### src/rtl/fsm_watchdog_monitor_pkg.sv
// Shared types for the FSM watchdog monitor: event kind, capture record and sizing helper.
package fsm_wdog_pkg;

    localparam int unsigned MAX_CH_W    = 4;
    localparam int unsigned MAX_STATE_W = 16;

    typedef enum logic {
        EV_STUCK = 1'b0,
        EV_HOLD  = 1'b1
    } ev_kind_e;

    typedef struct packed {
        logic [MAX_CH_W-1:0]    ch;
        ev_kind_e               kind;
        logic [MAX_STATE_W-1:0] state;
    } cap_t;

    function automatic int unsigned ch_width(input int unsigned n);
        return (n > 1) ? $clog2(n) : 1;
    endfunction

endpackage

### src/rtl/fsm_watchdog_monitor_if.sv
// Monitor-side bundle: configuration, watched FSM signals and watchdog status.
interface fsm_watchdog_monitor_if #(
    parameter int unsigned NUM_CH    = 2,
    parameter int unsigned STATE_W   = 4,
    parameter int unsigned TIMEOUT_W = 16,
    parameter int unsigned ERRCNT_W  = 16
);
    import fsm_wdog_pkg::*;

    localparam int unsigned CH_W = ch_width(NUM_CH);

    logic                       enable;
    logic [TIMEOUT_W-1:0]       cfg_state_timeout;
    logic [TIMEOUT_W-1:0]       cfg_hold_timeout;
    logic [NUM_CH*STATE_W-1:0]  state_i;
    logic [NUM_CH-1:0]          hold_i;
    logic [NUM_CH-1:0]          flag_clr_i;
    logic                       cap_clr_i;

    logic [NUM_CH-1:0]          stuck_flag_o;
    logic [NUM_CH-1:0]          hold_flag_o;
    logic                       irq_o;
    logic [NUM_CH-1:0]          recover_o;
    logic                       cap_valid_o;
    logic [CH_W-1:0]            cap_ch_o;
    logic                       cap_kind_o;
    logic [STATE_W-1:0]         cap_state_o;
    logic [ERRCNT_W-1:0]        err_count_o;

    modport master (
        output enable, cfg_state_timeout, cfg_hold_timeout, state_i, hold_i,
               flag_clr_i, cap_clr_i,
        input  stuck_flag_o, hold_flag_o, irq_o, recover_o, cap_valid_o,
               cap_ch_o, cap_kind_o, cap_state_o, err_count_o
    );

    modport slave (
        input  enable, cfg_state_timeout, cfg_hold_timeout, state_i, hold_i,
               flag_clr_i, cap_clr_i,
        output stuck_flag_o, hold_flag_o, irq_o, recover_o, cap_valid_o,
               cap_ch_o, cap_kind_o, cap_state_o, err_count_o
    );

endinterface

### src/rtl/fsm_watchdog_monitor_channel.sv
// One watchdog channel: stuck-state and hold-overrun counters with sticky flags.
module fsm_wdog_channel #(
    parameter int unsigned        STATE_W      = 4,
    parameter int unsigned        TIMEOUT_W    = 16,
    parameter logic [STATE_W-1:0] IDLE_CODE    = '0,
    parameter int unsigned        AUTO_RECOVER = 0
) (
    input  logic                 clk,
    input  logic                 rst,
    input  logic                 i_enable,
    input  logic [TIMEOUT_W-1:0] i_cfg_state_timeout,
    input  logic [TIMEOUT_W-1:0] i_cfg_hold_timeout,
    input  logic [STATE_W-1:0]   i_state,
    input  logic                 i_hold,
    input  logic                 i_flag_clr,
    output logic                 o_stuck_ev_c,
    output logic                 o_hold_ev_c,
    output logic                 o_stuck_flag,
    output logic                 o_hold_flag,
    output logic                 o_recover
);

    logic [STATE_W-1:0]   r_prev_state;
    logic [TIMEOUT_W-1:0] r_scnt;
    logic [TIMEOUT_W-1:0] r_hcnt;
    logic                 r_stuck_flag;
    logic                 r_hold_flag;
    logic                 r_recover;

    logic [TIMEOUT_W-1:0] w_scnt_nxt;
    logic [TIMEOUT_W-1:0] w_hcnt_nxt;
    logic                 w_stuck_arm;
    logic                 w_hold_arm;

    // Counters saturate at their threshold, so a lowered threshold leaves them parked until re-armed.
    always_comb begin
        w_scnt_nxt  = '0;
        w_hcnt_nxt  = '0;
        w_stuck_arm = 1'b0;
        w_hold_arm  = 1'b0;
        if (i_enable && (i_state != IDLE_CODE) && (i_state == r_prev_state)) begin
            w_stuck_arm = 1'b1;
            w_scnt_nxt  = (r_scnt >= i_cfg_state_timeout) ? r_scnt : r_scnt + TIMEOUT_W'(1);
        end
        if (i_enable && i_hold) begin
            w_hold_arm = 1'b1;
            w_hcnt_nxt = (r_hcnt >= i_cfg_hold_timeout) ? r_hcnt : r_hcnt + TIMEOUT_W'(1);
        end
    end

    assign o_stuck_ev_c = w_stuck_arm && (i_cfg_state_timeout != '0) &&
                          (r_scnt == i_cfg_state_timeout - TIMEOUT_W'(1));
    assign o_hold_ev_c  = w_hold_arm && (i_cfg_hold_timeout != '0) &&
                          (r_hcnt == i_cfg_hold_timeout - TIMEOUT_W'(1));

    always_ff @(posedge clk or posedge rst) begin
        if (rst) begin
            r_prev_state <= IDLE_CODE;
            r_scnt       <= '0;
            r_hcnt       <= '0;
            r_stuck_flag <= 1'b0;
            r_hold_flag  <= 1'b0;
            r_recover    <= 1'b0;
        end else begin
            r_prev_state <= i_state;
            r_scnt       <= w_scnt_nxt;
            r_hcnt       <= w_hcnt_nxt;
            r_recover    <= (AUTO_RECOVER != 0) && o_stuck_ev_c;
            // Flags are frozen while disabled; a new event beats a same-edge clear.
            if (i_enable) begin
                if (o_stuck_ev_c)    r_stuck_flag <= 1'b1;
                else if (i_flag_clr) r_stuck_flag <= 1'b0;
                if (o_hold_ev_c)     r_hold_flag  <= 1'b1;
                else if (i_flag_clr) r_hold_flag  <= 1'b0;
            end
        end
    end

    assign o_stuck_flag = r_stuck_flag;
    assign o_hold_flag  = r_hold_flag;
    assign o_recover    = r_recover;

endmodule

### src/rtl/fsm_watchdog_monitor.sv
// Multi-channel FSM watchdog: per-channel detectors plus first-event capture, error count and irq.
module fsm_watchdog_monitor
    import fsm_wdog_pkg::*;
#(
    parameter int unsigned        NUM_CH       = 2,
    parameter int unsigned        STATE_W      = 4,
    parameter logic [STATE_W-1:0] IDLE_CODE    = '0,
    parameter int unsigned        TIMEOUT_W    = 16,
    parameter int unsigned        ERRCNT_W     = 16,
    parameter int unsigned        AUTO_RECOVER = 0
) (
    input  logic                   clk,
    input  logic                   rst,
    fsm_watchdog_monitor_if.slave  mon
);

    localparam int unsigned CH_W  = ch_width(NUM_CH);
    localparam int unsigned POP_W = $clog2(2*NUM_CH + 1);
    localparam int unsigned SUM_W = ERRCNT_W + 1;

    logic [NUM_CH-1:0]   w_stuck_ev;
    logic [NUM_CH-1:0]   w_hold_ev;
    logic [NUM_CH-1:0]   w_stuck_flag;
    logic [NUM_CH-1:0]   w_hold_flag;
    logic [NUM_CH-1:0]   w_recover;

    cap_t                w_cap_nxt;
    logic                w_any_ev;
    logic [POP_W-1:0]    w_pop;
    logic [SUM_W-1:0]    w_sum;
    logic [ERRCNT_W-1:0] w_cnt_nxt;

    cap_t                r_cap;
    logic                r_cap_valid;
    logic [ERRCNT_W-1:0] r_err_count;
    logic                r_irq;

    for (genvar g = 0; g < NUM_CH; g++) begin : g_ch
        fsm_wdog_channel #(
            .STATE_W      (STATE_W),
            .TIMEOUT_W    (TIMEOUT_W),
            .IDLE_CODE    (IDLE_CODE),
            .AUTO_RECOVER (AUTO_RECOVER)
        ) u_ch (
            .clk                 (clk),
            .rst                 (rst),
            .i_enable            (mon.enable),
            .i_cfg_state_timeout (mon.cfg_state_timeout),
            .i_cfg_hold_timeout  (mon.cfg_hold_timeout),
            .i_state             (mon.state_i[g*STATE_W +: STATE_W]),
            .i_hold              (mon.hold_i[g]),
            .i_flag_clr          (mon.flag_clr_i[g]),
            .o_stuck_ev_c        (w_stuck_ev[g]),
            .o_hold_ev_c         (w_hold_ev[g]),
            .o_stuck_flag        (w_stuck_flag[g]),
            .o_hold_flag         (w_hold_flag[g]),
            .o_recover           (w_recover[g])
        );
    end

    // Scan high-to-low so the lowest active channel is the one left standing; stuck beats hold.
    always_comb begin
        w_cap_nxt = '0;
        w_any_ev  = 1'b0;
        w_pop     = '0;
        for (int i = NUM_CH - 1; i >= 0; i--) begin
            if (w_stuck_ev[i] || w_hold_ev[i]) begin
                w_any_ev        = 1'b1;
                w_cap_nxt.ch    = MAX_CH_W'(i);
                w_cap_nxt.kind  = w_stuck_ev[i] ? EV_STUCK : EV_HOLD;
                w_cap_nxt.state = MAX_STATE_W'(mon.state_i[i*STATE_W +: STATE_W]);
            end
            w_pop = w_pop + POP_W'(w_stuck_ev[i]) + POP_W'(w_hold_ev[i]);
        end
    end

    // A same-edge clear restarts the count from this edge's events.
    always_comb begin
        w_sum     = (mon.cap_clr_i ? SUM_W'(0) : SUM_W'(r_err_count)) + SUM_W'(w_pop);
        w_cnt_nxt = w_sum[ERRCNT_W] ? '1 : w_sum[ERRCNT_W-1:0];
    end

    always_ff @(posedge clk or posedge rst) begin
        if (rst) begin
            r_cap       <= '0;
            r_cap_valid <= 1'b0;
            r_err_count <= '0;
            r_irq       <= 1'b0;
        end else begin
            r_irq <= (|w_stuck_flag) || (|w_hold_flag);
            if (mon.enable) begin
                if (w_any_ev && (!r_cap_valid || mon.cap_clr_i)) begin
                    r_cap       <= w_cap_nxt;
                    r_cap_valid <= 1'b1;
                end else if (mon.cap_clr_i) begin
                    r_cap       <= '0;
                    r_cap_valid <= 1'b0;
                end
                r_err_count <= w_cnt_nxt;
            end
        end
    end

    assign mon.stuck_flag_o = w_stuck_flag;
    assign mon.hold_flag_o  = w_hold_flag;
    assign mon.recover_o    = w_recover;
    assign mon.irq_o        = r_irq;
    assign mon.cap_valid_o  = r_cap_valid;
    assign mon.cap_ch_o     = CH_W'(r_cap.ch);
    assign mon.cap_kind_o   = 1'(r_cap.kind);
    assign mon.cap_state_o  = STATE_W'(r_cap.state);
    assign mon.err_count_o  = r_err_count;

endmodule

### src/flat_wrapper.sv
// flat-port wrapper written by rule: the top's interface ports become plain ports
module fsm_watchdog_monitor_flat import fsm_wdog_pkg::*;
#(
    parameter int unsigned        NUM_CH       = 2,
    parameter int unsigned        STATE_W      = 4,
    parameter logic [STATE_W-1:0] IDLE_CODE    = '0,
    parameter int unsigned        TIMEOUT_W    = 16,
    parameter int unsigned        ERRCNT_W     = 16,
    parameter int unsigned        AUTO_RECOVER = 0
)
  (clk, rst, mon_enable, mon_cfg_state_timeout, mon_cfg_hold_timeout, mon_state_i, mon_hold_i, mon_flag_clr_i, mon_cap_clr_i, mon_stuck_flag_o, mon_hold_flag_o, mon_irq_o, mon_recover_o, mon_cap_valid_o, mon_cap_ch_o, mon_cap_kind_o, mon_cap_state_o, mon_err_count_o);
  fsm_watchdog_monitor_if #(.NUM_CH(NUM_CH), .STATE_W(STATE_W), .TIMEOUT_W(TIMEOUT_W), .ERRCNT_W(ERRCNT_W)) mon_i ();
  input  logic clk;
  input  logic rst;
  input wire logic [$bits(mon_i.enable)-1:0] mon_enable;
  input wire logic [$bits(mon_i.cfg_state_timeout)-1:0] mon_cfg_state_timeout;
  input wire logic [$bits(mon_i.cfg_hold_timeout)-1:0] mon_cfg_hold_timeout;
  input wire logic [$bits(mon_i.state_i)-1:0] mon_state_i;
  input wire logic [$bits(mon_i.hold_i)-1:0] mon_hold_i;
  input wire logic [$bits(mon_i.flag_clr_i)-1:0] mon_flag_clr_i;
  input wire logic [$bits(mon_i.cap_clr_i)-1:0] mon_cap_clr_i;
  output wire logic [$bits(mon_i.stuck_flag_o)-1:0] mon_stuck_flag_o;
  output wire logic [$bits(mon_i.hold_flag_o)-1:0] mon_hold_flag_o;
  output wire logic [$bits(mon_i.irq_o)-1:0] mon_irq_o;
  output wire logic [$bits(mon_i.recover_o)-1:0] mon_recover_o;
  output wire logic [$bits(mon_i.cap_valid_o)-1:0] mon_cap_valid_o;
  output wire logic [$bits(mon_i.cap_ch_o)-1:0] mon_cap_ch_o;
  output wire logic [$bits(mon_i.cap_kind_o)-1:0] mon_cap_kind_o;
  output wire logic [$bits(mon_i.cap_state_o)-1:0] mon_cap_state_o;
  output wire logic [$bits(mon_i.err_count_o)-1:0] mon_err_count_o;
  assign mon_i.enable = mon_enable;
  assign mon_i.cfg_state_timeout = mon_cfg_state_timeout;
  assign mon_i.cfg_hold_timeout = mon_cfg_hold_timeout;
  assign mon_i.state_i = mon_state_i;
  assign mon_i.hold_i = mon_hold_i;
  assign mon_i.flag_clr_i = mon_flag_clr_i;
  assign mon_i.cap_clr_i = mon_cap_clr_i;
  assign mon_stuck_flag_o = mon_i.stuck_flag_o;
  assign mon_hold_flag_o = mon_i.hold_flag_o;
  assign mon_irq_o = mon_i.irq_o;
  assign mon_recover_o = mon_i.recover_o;
  assign mon_cap_valid_o = mon_i.cap_valid_o;
  assign mon_cap_ch_o = mon_i.cap_ch_o;
  assign mon_cap_kind_o = mon_i.cap_kind_o;
  assign mon_cap_state_o = mon_i.cap_state_o;
  assign mon_err_count_o = mon_i.err_count_o;
  fsm_watchdog_monitor #(.NUM_CH(NUM_CH), .STATE_W(STATE_W), .IDLE_CODE(IDLE_CODE), .TIMEOUT_W(TIMEOUT_W), .ERRCNT_W(ERRCNT_W), .AUTO_RECOVER(AUTO_RECOVER)) u_core (.clk(clk), .rst(rst), .mon(mon_i));
endmodule
### config.mk
export PLATFORM = sky130hd
export DESIGN_NAME = fsm_watchdog_monitor_flat
export DESIGN_NICKNAME = d
export VERILOG_FILES = /design/src/rtl/fsm_watchdog_monitor_pkg.sv /design/src/rtl/fsm_watchdog_monitor_if.sv /design/src/rtl/fsm_watchdog_monitor_channel.sv /design/src/rtl/fsm_watchdog_monitor.sv /design/src/flat_wrapper.sv
export SDC_FILE = /design/constraint.sdc
export NUM_CORES = 1
export LEC_CHECK = 0
export CORE_MARGIN = 2
export CORE_UTILIZATION = 60
export DETAILED_ROUTE_END_ITERATION = 12
export DONT_BUFFER_PORTS = 1
export PLACE_DENSITY_LB_ADDON = 0.3
export SLEW_MARGIN = 30
export SYNTH_ARGS = -nofsm -noshare
export SYNTH_HDL_FRONTEND = slang
export SYNTH_SLANG_ARGS = --single-unit
### constraint.sdc
create_clock -name clk -period 7.25 [get_ports clk]
set_input_delay 0.725 -clock clk [delete_from_list [all_inputs] [get_ports clk]]
set_output_delay 0.725 -clock clk [all_outputs]
set_load 0.02 [all_outputs]
==> metrics <==
total number of vias 7091; mapped cell area 8430 um2; Synth cell types 68; LEAKAGE 4.13 nW; root buffer cell clkbuf_16; cell area after layout 8780 um2; hold_buf cts 0; total gr overflow 0; initial antenna violation count 0; Post-synth top flop dfrtp_1; RSZ-0062 raised after global routing false; sw power 0.000342 W; total die area 15000 um2; clk sink count 100; FMAX 0.174 GHz; Reg2Reg Launch Point u_core.g_ch[1].u_ch.r_prev_state[1]; commonest cells in the synthesized netlist dfrtp_1, nor2_1, xnor2_1, ha_1; Port Buf Inserts 0; reg2reg end u_core.mon.err_count_o[13]; Yosys reg bits 100; end of the critical path u_core.mon.err_count_o[13]; # nets final 1077; CP Launch Point u_core.g_ch[1].u_ch.r_prev_state[1]; Final Hold Fails 0; maxcap violations 0; Gates resized, CTS repair 0; Ys Warns 0; peak supply drop 0.111 mV; DRT antenna net count 0; Final Wtd Congestion 0.976; Sequential cell area 2500 um2; fin crit period 5.74 ns; area grow syn2layout 4.17%; max-slew violations 0; largest net degree at the start of global routing 79; EDFF count, synth 0; WS Path Type register to register; die height 123 um; r2r setup slk 1.51 ns; worst-path maximum fanout 17; Die X 123 um; clock slew at reported path FFs 0.08 ns; Clk pwr share 40.0%; Area contributors post-synth dfrtp_1, ha_1, xnor2_1, xor2_1, nor2_1; area leader, netlist dfrtp_1; hpwl dp 14900 um; CTS buffer count 9; Hold Path Class input pin to asynchronous set/reset pin; Antenna diodes 0; # fillers 1201; DRT Pass-1 Iters 5; Max clock buf depth 2; outcome finished, final reports clean; Synth top area share 29.7%; Post-Route WL 19800 um; register share of total power 49.0%; switching share of total power 28.3%; Core Region 13800 um2; vias in the first global route 6708; CP arrival 6.04 ns; Ports 78; H-tree Lvls 3; first-pass GRT wire length 33000 um; CTS tree done; area of placed instances 8490 um2; share of cells above drive strength 1 4.09%; Req. time, crit path 7.55 ns; overall routing resource usage 27.3%; Mapped Cells 976; Skew-Pair Late Insertion Delay 0.36 ns; CP Capture Type register; Pwr Density 137 nW/um2; routed len/inst 17.4 um; Setup TNS 0 ns; worst-margin pin slew 0.933 ns; drt drc 0; element type at the critical path start register; area of the multi-input gates 5530 um2; Rows 43; sequential fraction of the synthesis area 29.7%; Via density 6.26; Setup Buffers After CTS 0; DR iter-0 viols 526; initial cell density of the core 61.0%; Rel. slew slack 37.3%; Syn Area/Cell 8.64 um2; Synth async-reset ratio 100%; Final Cycle Share 79.1%; endpoints failing setup 0; Pint 0.000864 W; worst clock skew 0.0157 ns; worst r2r path cells 20; Logic pwr share 11.1%
## through the flow
| step | worst slack, ns | util [%] | hold slack, ns | total power [W] | std cells |
|---|---|---|---|---|---|
| after detailed placement | 1.15 | 61.4 | 0.573 | 0.000734 | 1117 |
| after floorplan | 1.51 | - | 0.458 | 0.000712 | 977 |
| after global placement | 1.27 | 61.3 | 0.571 | 0.000732 | 1117 |
| final | 1.51 | 63.5 | 0.190 | 0.00121 | 1133 |
| after global routing | 0.916 | 63.5 | 0.196 | 0.00126 | 1133 |
| after CTS | 1.51 | 63.5 | 0.188 | 0.00122 | 1133 |
## cells by family after synthesis
group | after synthesis | share of synthesized area [%]
compound gates | 199 | 15.9
other cells | 1 | 0.0445
flops | 100 | 29.7
fa+ha+maj | 81 | 12.2
mux | 8 | 0.965
buf+inv | 98 | 4.94
xor+xnor | 137 | 14.6
simple gates | 352 | 21.7
## worst min-delay path by stage
| stage | end | startpoint | slack, ns | depth (start not counted) |
|---|---|---|---|---|
| 2_1_floorplan | u_core.mon.irq_o | u_core.g_ch[1].u_ch.o_stuck_flag | 0.46 | 1 |
| 6_report | u_core.mon.err_count_o[6] | rst | 0.19 | 1 |
| 3_3_place_gp | u_core.mon.err_count_o[6] | rst | 0.57 | 1 |
| 5_1_grt | u_core.mon.err_count_o[6] | rst | 0.20 | 1 |
| 3_5_place_dp | u_core.mon.err_count_o[6] | rst | 0.57 | 1 |
| 4_1_cts | u_core.mon.err_count_o[6] | rst | 0.19 | 1 |
## cell type report
type / instances / area share (%)
tap: 180 / 2.57
inverter: 55 / 2.38
multi-input combinational: 779 / 63.0
clock inverter: 7 / 0.713
timing repair buffer: 3 / 0.299
sequential: 100 / 28.5
clock buffer: 9 / 2.57
## per-layer routing
layer  up-vias  share of wire [%]  GRT usage [%]
met5         -                  0              0
met4         0                1.7           7.76
li1       3443                  -              -
met1      3406                 45           37.0
met3        29                6.2           5.76
met2       213                 47           44.0
## sequential cells by signal, summed over array words and instances (netlist names)
signal,flops
u_core.g_ch.u_ch.r_scnt,32
u_core.mon.cap_kind_o,1
u_core.mon.irq_o,1
u_core.g_ch.u_ch.o_stuck_flag,2
u_core.g_ch.u_ch.r_hcnt,32
u_core.mon.cap_valid_o,1
u_core.g_ch.u_ch.o_hold_flag,2
u_core.mon.cap_state_o,4
u_core.mon.cap_ch_o,1
u_core.g_ch.u_ch.r_prev_state,8
u_core.mon.err_count_o,16
## layout by cell type, fill, tap and decap left out, drive strengths merged, types with 9 or more instances in the layout
cell | synthesis | layout
nor2 | 100 | 100
inv | 55 | 60
nor4 | 15 | 15
dfrtp | 100 | 100
nand2b | 13 | 13
a31oi | 9 | 9
nand2 | 55 | 55
a2111oi | 12 | 12
a21oi | 53 | 53
nor3 | 26 | 26
a21o | 36 | 36
and3 | 23 | 23
a211oi | 13 | 13
and2 | 11 | 11
ha | 79 | 79
nand3 | 27 | 27
xnor2 | 89 | 89
nand4 | 43 | 43
clkbuf | 30 | 9
xor2 | 46 | 46
o21ai | 31 | 31
## power by group through the flow
stage	sequential (W)	combinational [W]	clock [W]
final	0.000591	0.000133	0.000482
after CTS	0.000591	0.000134	0.000491
after global routing	0.000592	0.000152	0.000515
after detailed placement	0.000602	0.000132	0
after floorplan	0.000597	0.000115	0
after global placement	0.000602	0.000130	0
## worst max-delay path: stages, from the launching register on
cell and delay, ns:
dfrtp_1 0.38, nor3_1 0.17, a21oi_1 0.05, or4_1 0.82, or4_1 0.61, nor4_1 0.28, nand3_1 0.20, ha_1 0.35
fa_1 0.36, ha_1 0.34, fa_1 0.22, a21oi_1 0.09, nor2_1 0.25, nand3_1 0.12, nor2_1 0.28, nand2_1 0.11
o21ai_1 0.45, buf_4 0.29, a31o_2 0.12, a21oi_1 0.06, nor2_1 0.10
Note: power is estimated with default switching activity, not from simulation.
